==> config.mk <==
export PLATFORM = sky130hd
export DESIGN_NAME = uart_tx
export DESIGN_NICKNAME = d
export VERILOG_FILES = /design/src/rtl/uart_tx.sv
export SDC_FILE = /design/constraint.sdc
export NUM_CORES = 1
export LEC_CHECK = 0
export BUFFER_PORTS_ARGS = -buffer_cell sky130_fd_sc_hd__buf_2
export CAP_MARGIN = 20
export CORE_MARGIN = 10
export CORE_UTILIZATION = 42
export DETAILED_ROUTE_END_ITERATION = 7
export GPL_TIMING_DRIVEN = 0
export SYNTH_ARGS = -nofsm -noshare
export SYNTH_HDL_FRONTEND = slang
export SYNTH_SLANG_ARGS = --single-unit
==> constraint.sdc <==
create_clock -name CLK -period 2.4 [get_ports CLK]
set_input_delay 0.12 -clock CLK [delete_from_list [all_inputs] [get_ports CLK]]
set_output_delay 0.12 -clock CLK [all_outputs]
set_load 0.02 [all_outputs]
==> src/rtl/uart_tx.sv <==
// -----------------------------------------------------------------------------
// uart_tx: UART transmitter timed by a shared 16x-baud clock-enable strobe.
//
// Frame: idle high, one low start bit, 8 data bits LSB first, optional even
// parity bit, then P_STOP_BITS high stop bits. Every bit is held for exactly
// P_BIT_TIME strobe ticks. All state updates happen on the falling edge of CLK.
//
// Optional feature (compile-time macro UART_TX_PARITY_EN):
//   defined   -> an even-parity bit (XOR of the 8 data bits) follows data bit 7.
//   undefined -> no parity state or logic; data bit 7 is followed by stop bits.
//
// Parameters:
//   P_BIT_TIME   x16_BAUD ticks per bit (>= 2, default 16)
//   P_STOP_BITS  number of stop bits, 1 or 2 (default 2)
//
// Ports:
//   CLK         in   system clock, falling edge active
//   reset       in   asynchronous, active-high reset
//   x16_BAUD    in   one-CLK-wide clock-enable strobe at 16x baud
//   Di[7:0]     in   byte to transmit, sampled only on accept
//   send        in   transmit request; accepted when ready is high
//   ready       out  high when a new byte can be accepted
//   done        out  one-CLK pulse when the last stop bit has completed
//   serial_out  out  registered serial line, idle high
// -----------------------------------------------------------------------------
module uart_tx #(
  parameter int unsigned P_BIT_TIME  = 16,
  parameter int unsigned P_STOP_BITS = 2
) (
  input  logic       CLK,
  input  logic       reset,
  input  logic       x16_BAUD,
  input  logic [7:0] Di,
  input  logic       send,
  output logic       ready,
  output logic       done,
  output logic       serial_out
);

  // The stop phase is the longest single-counter interval, so it sizes the counter.
  localparam int unsigned StopTicks = P_STOP_BITS * P_BIT_TIME;
  localparam int unsigned CntW      = (StopTicks > 1) ? $clog2(StopTicks) : 1;

  localparam logic [CntW-1:0] BitLast  = CntW'(P_BIT_TIME - 1);
  localparam logic [CntW-1:0] StopLast = CntW'(StopTicks - 1);
  localparam logic [CntW-1:0] CntOne   = CntW'(1);

`ifdef UART_TX_PARITY_EN
  typedef enum logic [2:0] {
    StIdle   = 3'd0,
    StLoad   = 3'd1,
    StStart  = 3'd2,
    StData   = 3'd3,
    StStop   = 3'd4,
    StParity = 3'd5
  } state_e;
`else
  typedef enum logic [2:0] {
    StIdle  = 3'd0,
    StLoad  = 3'd1,
    StStart = 3'd2,
    StData  = 3'd3,
    StStop  = 3'd4
  } state_e;
`endif

  state_e          state_q, state_d;
  logic [CntW-1:0] cnt_q, cnt_d;
  logic [2:0]      idx_q, idx_d;
  logic [7:0]      data_q, data_d;
  logic            serial_q, serial_d;
  logic            ready_q, ready_d;
  logic            done_q, done_d;

  logic       tick;
  logic       accept;
  logic       bit_end;
  logic       stop_end;
  logic [2:0] idx_nxt;

  assign tick     = x16_BAUD;
  assign accept   = send & ready_q;
  assign bit_end  = (cnt_q == BitLast);
  assign stop_end = (cnt_q == StopLast);
  assign idx_nxt  = idx_q + 3'd1;

  // ---------------------------------------------------------------------------
  // State register: every piece of state, falling-edge clocked.
  // ---------------------------------------------------------------------------
  always_ff @(negedge CLK or posedge reset) begin
    if (reset) begin
      state_q  <= StIdle;
      cnt_q    <= '0;
      idx_q    <= '0;
      data_q   <= '0;
      serial_q <= 1'b1;
      ready_q  <= 1'b1;
      done_q   <= 1'b0;
    end else begin
      state_q  <= state_d;
      cnt_q    <= cnt_d;
      idx_q    <= idx_d;
      data_q   <= data_d;
      serial_q <= serial_d;
      ready_q  <= ready_d;
      done_q   <= done_d;
    end
  end

  // ---------------------------------------------------------------------------
  // Next-state logic: state, bit-time counter, bit index, latched byte.
  // Only accept happens off-strobe; every other move waits for a tick.
  // ---------------------------------------------------------------------------
  always_comb begin
    state_d = state_q;
    cnt_d   = cnt_q;
    idx_d   = idx_q;
    data_d  = data_q;

    case (state_q)
      StIdle: begin
        if (accept) begin
          state_d = StLoad;
          data_d  = Di;
        end
      end

      // Waits for the next strobe so the start bit is aligned to the tick grid.
      StLoad: begin
        if (tick) begin
          state_d = StStart;
          cnt_d   = '0;
        end
      end

      StStart: begin
        if (tick) begin
          if (bit_end) begin
            state_d = StData;
            idx_d   = '0;
            cnt_d   = '0;
          end else begin
            cnt_d = cnt_q + CntOne;
          end
        end
      end

      StData: begin
        if (tick) begin
          if (bit_end) begin
            cnt_d = '0;
            if (idx_q == 3'd7) begin
`ifdef UART_TX_PARITY_EN
              state_d = StParity;
`else
              state_d = StStop;
`endif
            end else begin
              idx_d = idx_nxt;
            end
          end else begin
            cnt_d = cnt_q + CntOne;
          end
        end
      end

`ifdef UART_TX_PARITY_EN
      StParity: begin
        if (tick) begin
          if (bit_end) begin
            state_d = StStop;
            cnt_d   = '0;
          end else begin
            cnt_d = cnt_q + CntOne;
          end
        end
      end
`endif

      // One continuous count covers all stop bits.
      StStop: begin
        if (tick) begin
          if (stop_end) begin
            state_d = StIdle;
            cnt_d   = '0;
            idx_d   = '0;
          end else begin
            cnt_d = cnt_q + CntOne;
          end
        end
      end

      // Unreachable encodings fall back to idle on the next tick.
      default: begin
        if (tick) begin
          state_d = StIdle;
          cnt_d   = '0;
          idx_d   = '0;
        end
      end
    endcase
  end

  // ---------------------------------------------------------------------------
  // Output logic: next values of the registered line, ready and done. Each
  // line change coincides with the state transition that starts the new bit,
  // so the line is glitch-free and exactly bit-aligned.
  // ---------------------------------------------------------------------------
  always_comb begin
    serial_d = serial_q;
    ready_d  = ready_q;
    done_d   = 1'b0;

    case (state_q)
      StIdle: begin
        serial_d = 1'b1;
        ready_d  = ~accept;
      end

      StLoad: begin
        if (tick) begin
          serial_d = 1'b0;
        end
      end

      StStart: begin
        if (tick && bit_end) begin
          serial_d = data_q[0];
        end
      end

      StData: begin
        if (tick && bit_end) begin
          if (idx_q == 3'd7) begin
`ifdef UART_TX_PARITY_EN
            serial_d = ^data_q;
`else
            serial_d = 1'b1;
`endif
          end else begin
            serial_d = data_q[idx_nxt];
          end
        end
      end

`ifdef UART_TX_PARITY_EN
      StParity: begin
        if (tick && bit_end) begin
          serial_d = 1'b1;
        end
      end
`endif

      StStop: begin
        if (tick && stop_end) begin
          serial_d = 1'b1;
          ready_d  = 1'b1;
          done_d   = 1'b1;
        end
      end

      default: begin
        if (tick) begin
          serial_d = 1'b1;
          ready_d  = 1'b1;
        end
      end
    endcase
  end

  assign serial_out = serial_q;
  assign ready      = ready_q;
  assign done       = done_q;

endmodule

==> summary.md, run 1 <==
| Metric | Value |
|---|---|
| Filler cell count | `295` |
| Startpoint types | `flip-flop` |
| YS warnings | `0` |
| Worst Setup Path Type | `flip-flop to output port` |
| Slowest CP cell | `dfstp_2` |
| WL final | `2350 µm` |
| Slowest stage delay, CP | `0.52 ns` |
| Crit path capture | `serial_out` |
| Vias per inst | `between 5 and 6` |
| Die height | `~75 µm` |
| Core box area | `2980 µm²` |
| Iteration count of the initial detailed-routing pass | `4` |
| Total Power | `1300 µW` |
| I/O pins | `15` |
| CTS Buf Count | `3` |
| P&R area growth vs syn | `11.8%` |
| Max-Cap Viols | `0` |
| Avg Cell Area, Syn | `~11 µm²` |
| Fin cells | `between 150 and 200` |
| ANT cells | `0` |
| CP Depth | `1` |
| Share of cells above drive strength 1 | `0.328` |
| Cells after DPL | `about 160` |
| Worst path buffer plus inverter count | `1` |
| CP arrival | `between 2 and 2.5 ns` |
| Worst Setup End Kind | `output port` |
| #FFs+latches synth | `22` |
| Synth Flop Type | `dfrtn_1` |
| Flop-to-flop setup slack | `between 0.2 and 0.25 ns` |
| Leak | `a little over 0.0007 µW` |
| Worst vdd ir | `between 0.3 and 0.4 mV` |
| Iter 0 DRT Violations | `94` |
| Clock skew | `slightly below 0.06 ns` |
| Final HPWL DP | `1830 µm` |
| Root Buffer Master | `clkbuf_4` |
| Post-synth EDFFs | `0` |
| Area leader, netlist | `dfrtn_1` |
| Worst-skew pair later-pin latency | `~0.35 ns` |
| Top cells by count, synth | `dfrtn_1, inv_1, mux2_2` |
| Synth top area share | `0.390` |
| Row cnt | `20` |
| CP delay by family, top | `flip-flops` |
| Routed Antenna Nets | `0` |
| Worst r2r src | `cnt_q[0]` |
| Synthesized cell area | `between 1000 and 1500 µm²` |
| Residual DRC | `0` |
| Reg-to-Reg End | `state_q[0]` |
| Wirelength per Cell | `14.0 µm` |
| Final Wtd Congestion | `approximately 0.78` |
| Count leader, synth | `dfrtn_1` |
| CTS H-Tree Depth | `1` |
| Fin. Hold Viols | `0` |
| Clock Pin Slew Worst Setup and Hold Paths | `0.08 ns` |
| Hold depth | `1` |
| CP Cell Sequence | `buf_2` |
| Worst hold path class | `flip-flop to flip-flop` |
| All-Layer GR Usage | `0.0962` |
| I/O Buffers | `14` |
| Pin count of the biggest net entering global routing | `23` |
| Initial antenna violation count | `0` |
| TritonCTS clock tree | `done` |
| Unique masters post-synth | `42` |
| Sinks on Clock Net | `22` |
| Rel. slew slack | `0.446` |
| Die ar. | `5670 µm²` |
| Total gr overflow | `0` |
| Cells after synthesis | `approximately 110` |
| Ys async rst share | `1.00` |
| Critical path fanouts, max | `2` |
| Worst-Margin Slew | `a little over 0.8 ns` |
| Top cells by area, synth | `dfrtn_1, mux2_2, ha_1` |
| Slew Limit Fails | `0` |
| Post-synth net total | `~130` |
| Vias | `just over 900` |
| Worst setup startpoint | `serial_out` |
| Post-synthesis sequential area ratio | `0.431` |
| Die span in x | `~75 µm` |
| PD cells | `approximately 910 nW/µm²` |
| First-pass GRT wire length | `4310 µm` |
| CTS max path bufs | `2` |
| Required time worst endpoint | `2.28 ns` |
| Initial Utilization | `0.431` |
| Vias in the first global route | `approximately 990` |
| Worst R2R Path Depth | `7` |
| NumNets Final | `between 150 and 200` |
| RSZ-0062 raised after global routing | `no` |
| Status | `complete, no violations` |
| Setup violators final | `0` |
[area by class of cell]
| cell class | count | area, µm² | area share |
|---|---|---|---|
| buffer | 4 | 41.3 | 0.0288 |
| clock buffer | 4 | 26.3 | 0.0183 |
| clock inverter | 2 | 7.51 | 0.00523 |
| inverter | 13 | 48.8 | 0.0340 |
| multi-input combinational | 74 | 637 | 0.444 |
| sequential | 22 | 553 | 0.385 |
| tap | 33 | 41.3 | 0.0288 |
| timing repair buffer | 15 | 80.1 | 0.0558 |
[layer usage]
| layer | vias to the layer above | track usage | routed length (µm) |
|---|---|---|---|
| met3 | 2 | 0.0211 | 73 |
| met4 | 0 | 0.0433 | 21 |
| met5 | - | 0 | 0 |
| met1 | 452 | 0.110 | 1040 |
| met2 | 13 | 0.166 | 1210 |
| li1 | 447 | - | - |
[worst min-delay path by stage]
stage | startpoint | endpoint | slack [ns]
6_report | data_q[6] | data_q[6] | 0.45
5_1_grt | data_q[2] | data_q[2] | 0.47
4_1_cts | data_q[2] | data_q[2] | 0.46
3_5_place_dp | data_q[2] | data_q[2] | 0.45
3_3_place_gp | data_q[6] | data_q[6] | 0.45
2_1_floorplan | cnt_q[0] | cnt_q[0] | 0.42
[logic make-up (layout without fill, tap and decap cells)]
logic type	after synthesis	after routing	share of synthesized area
simple gates	27	27	0.138
fa+ha+maj	7	7	0.0682
flops	22	22	0.431
buf+inv	18	38	0.0731
mux	15	15	0.135
compound gates	25	25	0.154
[where the power goes]
group | internal [µW] | total (µW) | switching (µW) | leakage [µW]
Combinational | 270 | 542 | 272 | 0.000406
Sequential | 495 | 576 | 80.9 | 0.000272
Clock | 69.0 | 182 | 113 | 0.0000256
[per-stage QoR]
| step | area, µm² | setup slack, ns | utilization | hold slack (ns) | setup TNS (ns) |
|---|---|---|---|---|---|
| after global placement | 1400 | -0.155 | 0.468 | 0.449 | -0.155 |
| after detailed placement | 1400 | -0.184 | 0.468 | 0.454 | -0.184 |
| after global routing | 1440 | 0.00149 | 0.482 | 0.474 | 0 |
| final | 1440 | 0.0523 | 0.482 | 0.450 | 0 |
| after CTS | 1430 | 0.00794 | 0.479 | 0.455 | 0 |
| after floorplan | 1280 | 0.0660 | - | 0.424 | 0 |
[registers in the layout, summed over array words and instances, names as in the netlist]
name        flops
done            1
data_q          8
state_q         3
cnt_q           5
ready           1
serial_out      1
idx_q           3
[layout by cell type (no fill, tap or decap), types with 2 or more instances in the layout]
| cell | instances |
|---|---|
| ha_1 | 7 |
| nand3_1 | 2 |
| mux2_2 | 8 |
| a21oi_1 | 3 |
| a32oi_1 | 2 |
| buf_6 | 3 |
| inv_1 | 14 |
| nand2_1 | 7 |
| buf_2 | 13 |
| nor2_1 | 5 |
| a31oi_1 | 3 |
| dfstp_2 | 2 |
| and3_1 | 2 |
| buf_4 | 3 |
| clkbuf_4 | 3 |
| nand2b_1 | 2 |
| dfrtn_1 | 20 |
| mux2i_1 | 5 |
| a22oi_1 | 2 |
| o21ai_0 | 3 |
[timing repair]
action / 4_1_cts / 5_1_grt
buffers inserted: 0 / 1
gates resized for setup: 1 / 0
hold buffers: 0 / 0
setup endpoints to repair: 1 / 1
Note: power is estimated with default switching activity, not from simulation.
==> run 2, diff against run 1 <==
--- a/config.mk
+++ b/config.mk
@@ -13,2 +13,3 @@
 export GPL_TIMING_DRIVEN = 0
+export PLACE_DENSITY_LB_ADDON = 0.12
 export SYNTH_ARGS = -nofsm -noshare
==> constraint.sdc (replaced) <==
create_clock -name CLK -period 2.4 [get_ports CLK]
set_input_delay 0 -clock CLK [delete_from_list [all_inputs] [get_ports CLK]]
set_output_delay 0 -clock CLK [all_outputs]
set_load 0.02 [all_outputs]
==> run 2 against run 1 <==
  * First-iteration DRC count is 67% lower
  * Design area grew 1.3%
  * Non-clock buffer count shrank 1
  * Sequential power is 1% higher
  * Wire length grew 4.7%
  * Critical endpoint is now ready
  * Count of clock-buffer cells in the layout shrank 1
  * Combinational power is 4% lower
  * Largest power group unchanged
  * Worst setup slack better by 0.060 ns
==> summary.md, run 2 (synthesis results as in run 1) <==
| Metric | Value |
|---|---|
| Status | `complete, no violations` |
| Critical path fanouts, max | `3 (+1)` |
| Worst vdd ir | `0.470 mV (+23%)` |
| Residual DRC | `0 (unchanged)` |
| CTS Buf Count | `3 (unchanged)` |
| FF/Latch Area | `553 µm² (unchanged)` |
| RSZ-0062 raised after global routing | `no` |
| Biggest regs | `data_q (8), cnt_q (5)` |
| TritonCTS clock tree | `done` |
| Clock skew | `0.0601 ns (+0.00196 ns)` |
| ANT cells | `0 (unchanged)` |
| Vias | `882 (-3.5%)` |
| Worst Setup Path Type | `flip-flop to output port` |
| Max-Cap Viols | `0 (unchanged)` |
| CP Cell Sequence | `buf_2` |
| Setup violators final | `0 (unchanged)` |
| Final HPWL DP | `1860 µm (+1.5%)` |
| Multi-input gate area | `639 µm² (+0.39%)` |
| Rel. slew slack | `0.429 (-0.0171)` |
| Share of cells above drive strength 1 | `0.338 (+0.00999)` |
| Sinks on Clock Net | `22 (unchanged)` |
| Commonest non-fill, non-tap cell in the layout | `dfrtn_1` |
| PD cells | `968 nW/µm² (+6.8%)` |
| Worst-skew pair later-pin latency | `0.36 ns (about the same)` |
| Leak | `0.000709 µW (+0.80%)` |
| Total Power | `1410 µW (+8.2%)` |
| Iteration count of the initial detailed-routing pass | `4 (unchanged)` |
| Flop-to-flop setup slack | `0.20 ns (about the same)` |
| Worst setup startpoint | `ready` |
| Iter 0 DRT Violations | `31 (-67%)` |
| Biggest register | `data_q` |
| CTS max path bufs | `2 (unchanged)` |
| Worst hold path class | `flip-flop to flip-flop` |
| Worst path buffer plus inverter count | `1 (unchanged)` |
| Die span in x | `75.3 µm (unchanged)` |
| NumNets Final | `153 (-0.65%)` |
| Layout Utilization | `0.488 (+0.00630)` |
| Slew Limit Fails | `0 (unchanged)` |
| Initial Utilization | `0.431 (unchanged)` |
| Fin. Hold Viols | `0 (unchanged)` |
| WL final | `2460 µm (+4.7%)` |
| Vias per inst | `5.31 (-2.9%)` |
| Die ar. | `5670 µm² (unchanged)` |
| First-pass GRT wire length | `4380 µm (+1.6%)` |
| Final Wtd Congestion | `0.809 (+4.3%)` |
| Worst Setup End Kind | `output port` |
| Slowest CP cell | `dfstp_2` |
| Reg-to-Reg End | `state_q[0]` |
| I/O Buffers | `14 (unchanged)` |
| Row cnt | `20 (unchanged)` |
| CTS H-Tree Depth | `1 (unchanged)` |
| Filler cell count | `281 (-4.7%)` |
| Root Buffer Master | `clkbuf_4` |
| Worst-Margin Slew | `0.856 ns (+0.0256 ns)` |
| Core box area | `2980 µm² (unchanged)` |
| Initial antenna violation count | `0 (unchanged)` |
| Crit path capture | `ready` |
| P&R area growth vs syn | `13.3%` |
| CP arrival | `2.29 ns (+0.06 ns)` |
| Worst R2R Path Depth | `7 (unchanged)` |
| Pin count of the biggest net entering global routing | `23 (unchanged)` |
| Total gr overflow | `0 (unchanged)` |
| Routed Antenna Nets | `0 (unchanged)` |
| Vias in the first global route | `973 (-1.4%)` |
| Setup Buffers After CTS | `0 (unchanged)` |
| Hold Crit Start | `data_q[1]` |
| Max reg flops | `8 (unchanged)` |
| CP Depth | `1 (unchanged)` |
| Die height | `75.3 µm (unchanged)` |
| I/O pins | `15 (unchanged)` |
| Clock Pin Slew Worst Setup and Hold Paths | `0.09 ns (about the same)` |
| CTS Hold Bufs | `0 (unchanged)` |
| Wirelength per Cell | `14.8 µm (+5.3%)` |
| CTS resizes | `0 (-1)` |
| Startpoint types | `flip-flop` |
| Commonest non-fill, non-tap cells in the layout | `dfrtn_1, inv_1, buf_2, mux2_2, nand2_1` |
| Slowest stage delay, CP | `0.56 ns (+0.04 ns)` |
| All-Layer GR Usage | `0.0988 (+0.00251)` |
| CP delay by family, top | `flip-flops` |
| Required time worst endpoint | `2.40 ns (+0.12 ns)` |
| Worst r2r src | `cnt_q[0]` |
## run 2: changes by cell type in the layout (fill, tap and decap cells not counted), sizes merged
cell	before	now
buf	19	18
clkbuf	4	3
bufinv	0	1
## run 2: power breakdown
part | internal [µW] | switching, µW | leakage [µW] | total, µW
Sequential | 496 | 87.4 | 0.000272 | 584
Clock | 173 | 128 | 0.0000386 | 301
Combinational | 256 | 267 | 0.000398 | 523
Total | 925 | 482 | 0.000709 | 1410
## run 2: worst min-delay path by stage
stage	end	slack (ns)	depth (start not counted)
final	data_q[1]	0.45	1
after global routing	data_q[7]	0.47	1
after CTS	data_q[7]	0.45	1
after detailed placement	data_q[7]	0.45	1
after global placement	cnt_q[0]	0.45	1
after floorplan	cnt_q[0]	0.42	1
## run 2: per-stage QoR
stage / hold slack (ns) / cells / cell area (µm²) / worst slack [ns] / setup TNS, ns
4_1_cts: 0.453 / 166 / 1450 / 0.0896 / 0
3_3_place_gp: 0.446 / 161 / 1400 / -0.0208 / -0.0208
6_report: 0.450 / 166 / 1450 / 0.112 / 0
3_5_place_dp: 0.451 / 161 / 1400 / -0.0315 / -0.0315
2_1_floorplan: 0.424 / 114 / 1280 / 0.186 / 0
5_1_grt: 0.475 / 166 / 1450 / 0.0263 / 0
## run 2: routing by layer
metal  global-route usage  part of all wire
met5                    0                 0
met4               0.0392            0.0081
met3               0.0224             0.040
met2                0.160              0.47
met1                0.124              0.48
## run 2: cell type report
cell class | instances | area share
inverter | 13 | 0.0336
tap | 33 | 0.0284
timing repair buffer | 14 | 0.0482
sequential | 22 | 0.380
clock buffer | 3 | 0.0155
clock inverter | 3 | 0.0258
buffer | 4 | 0.0284
multi-input combinational | 74 | 0.440
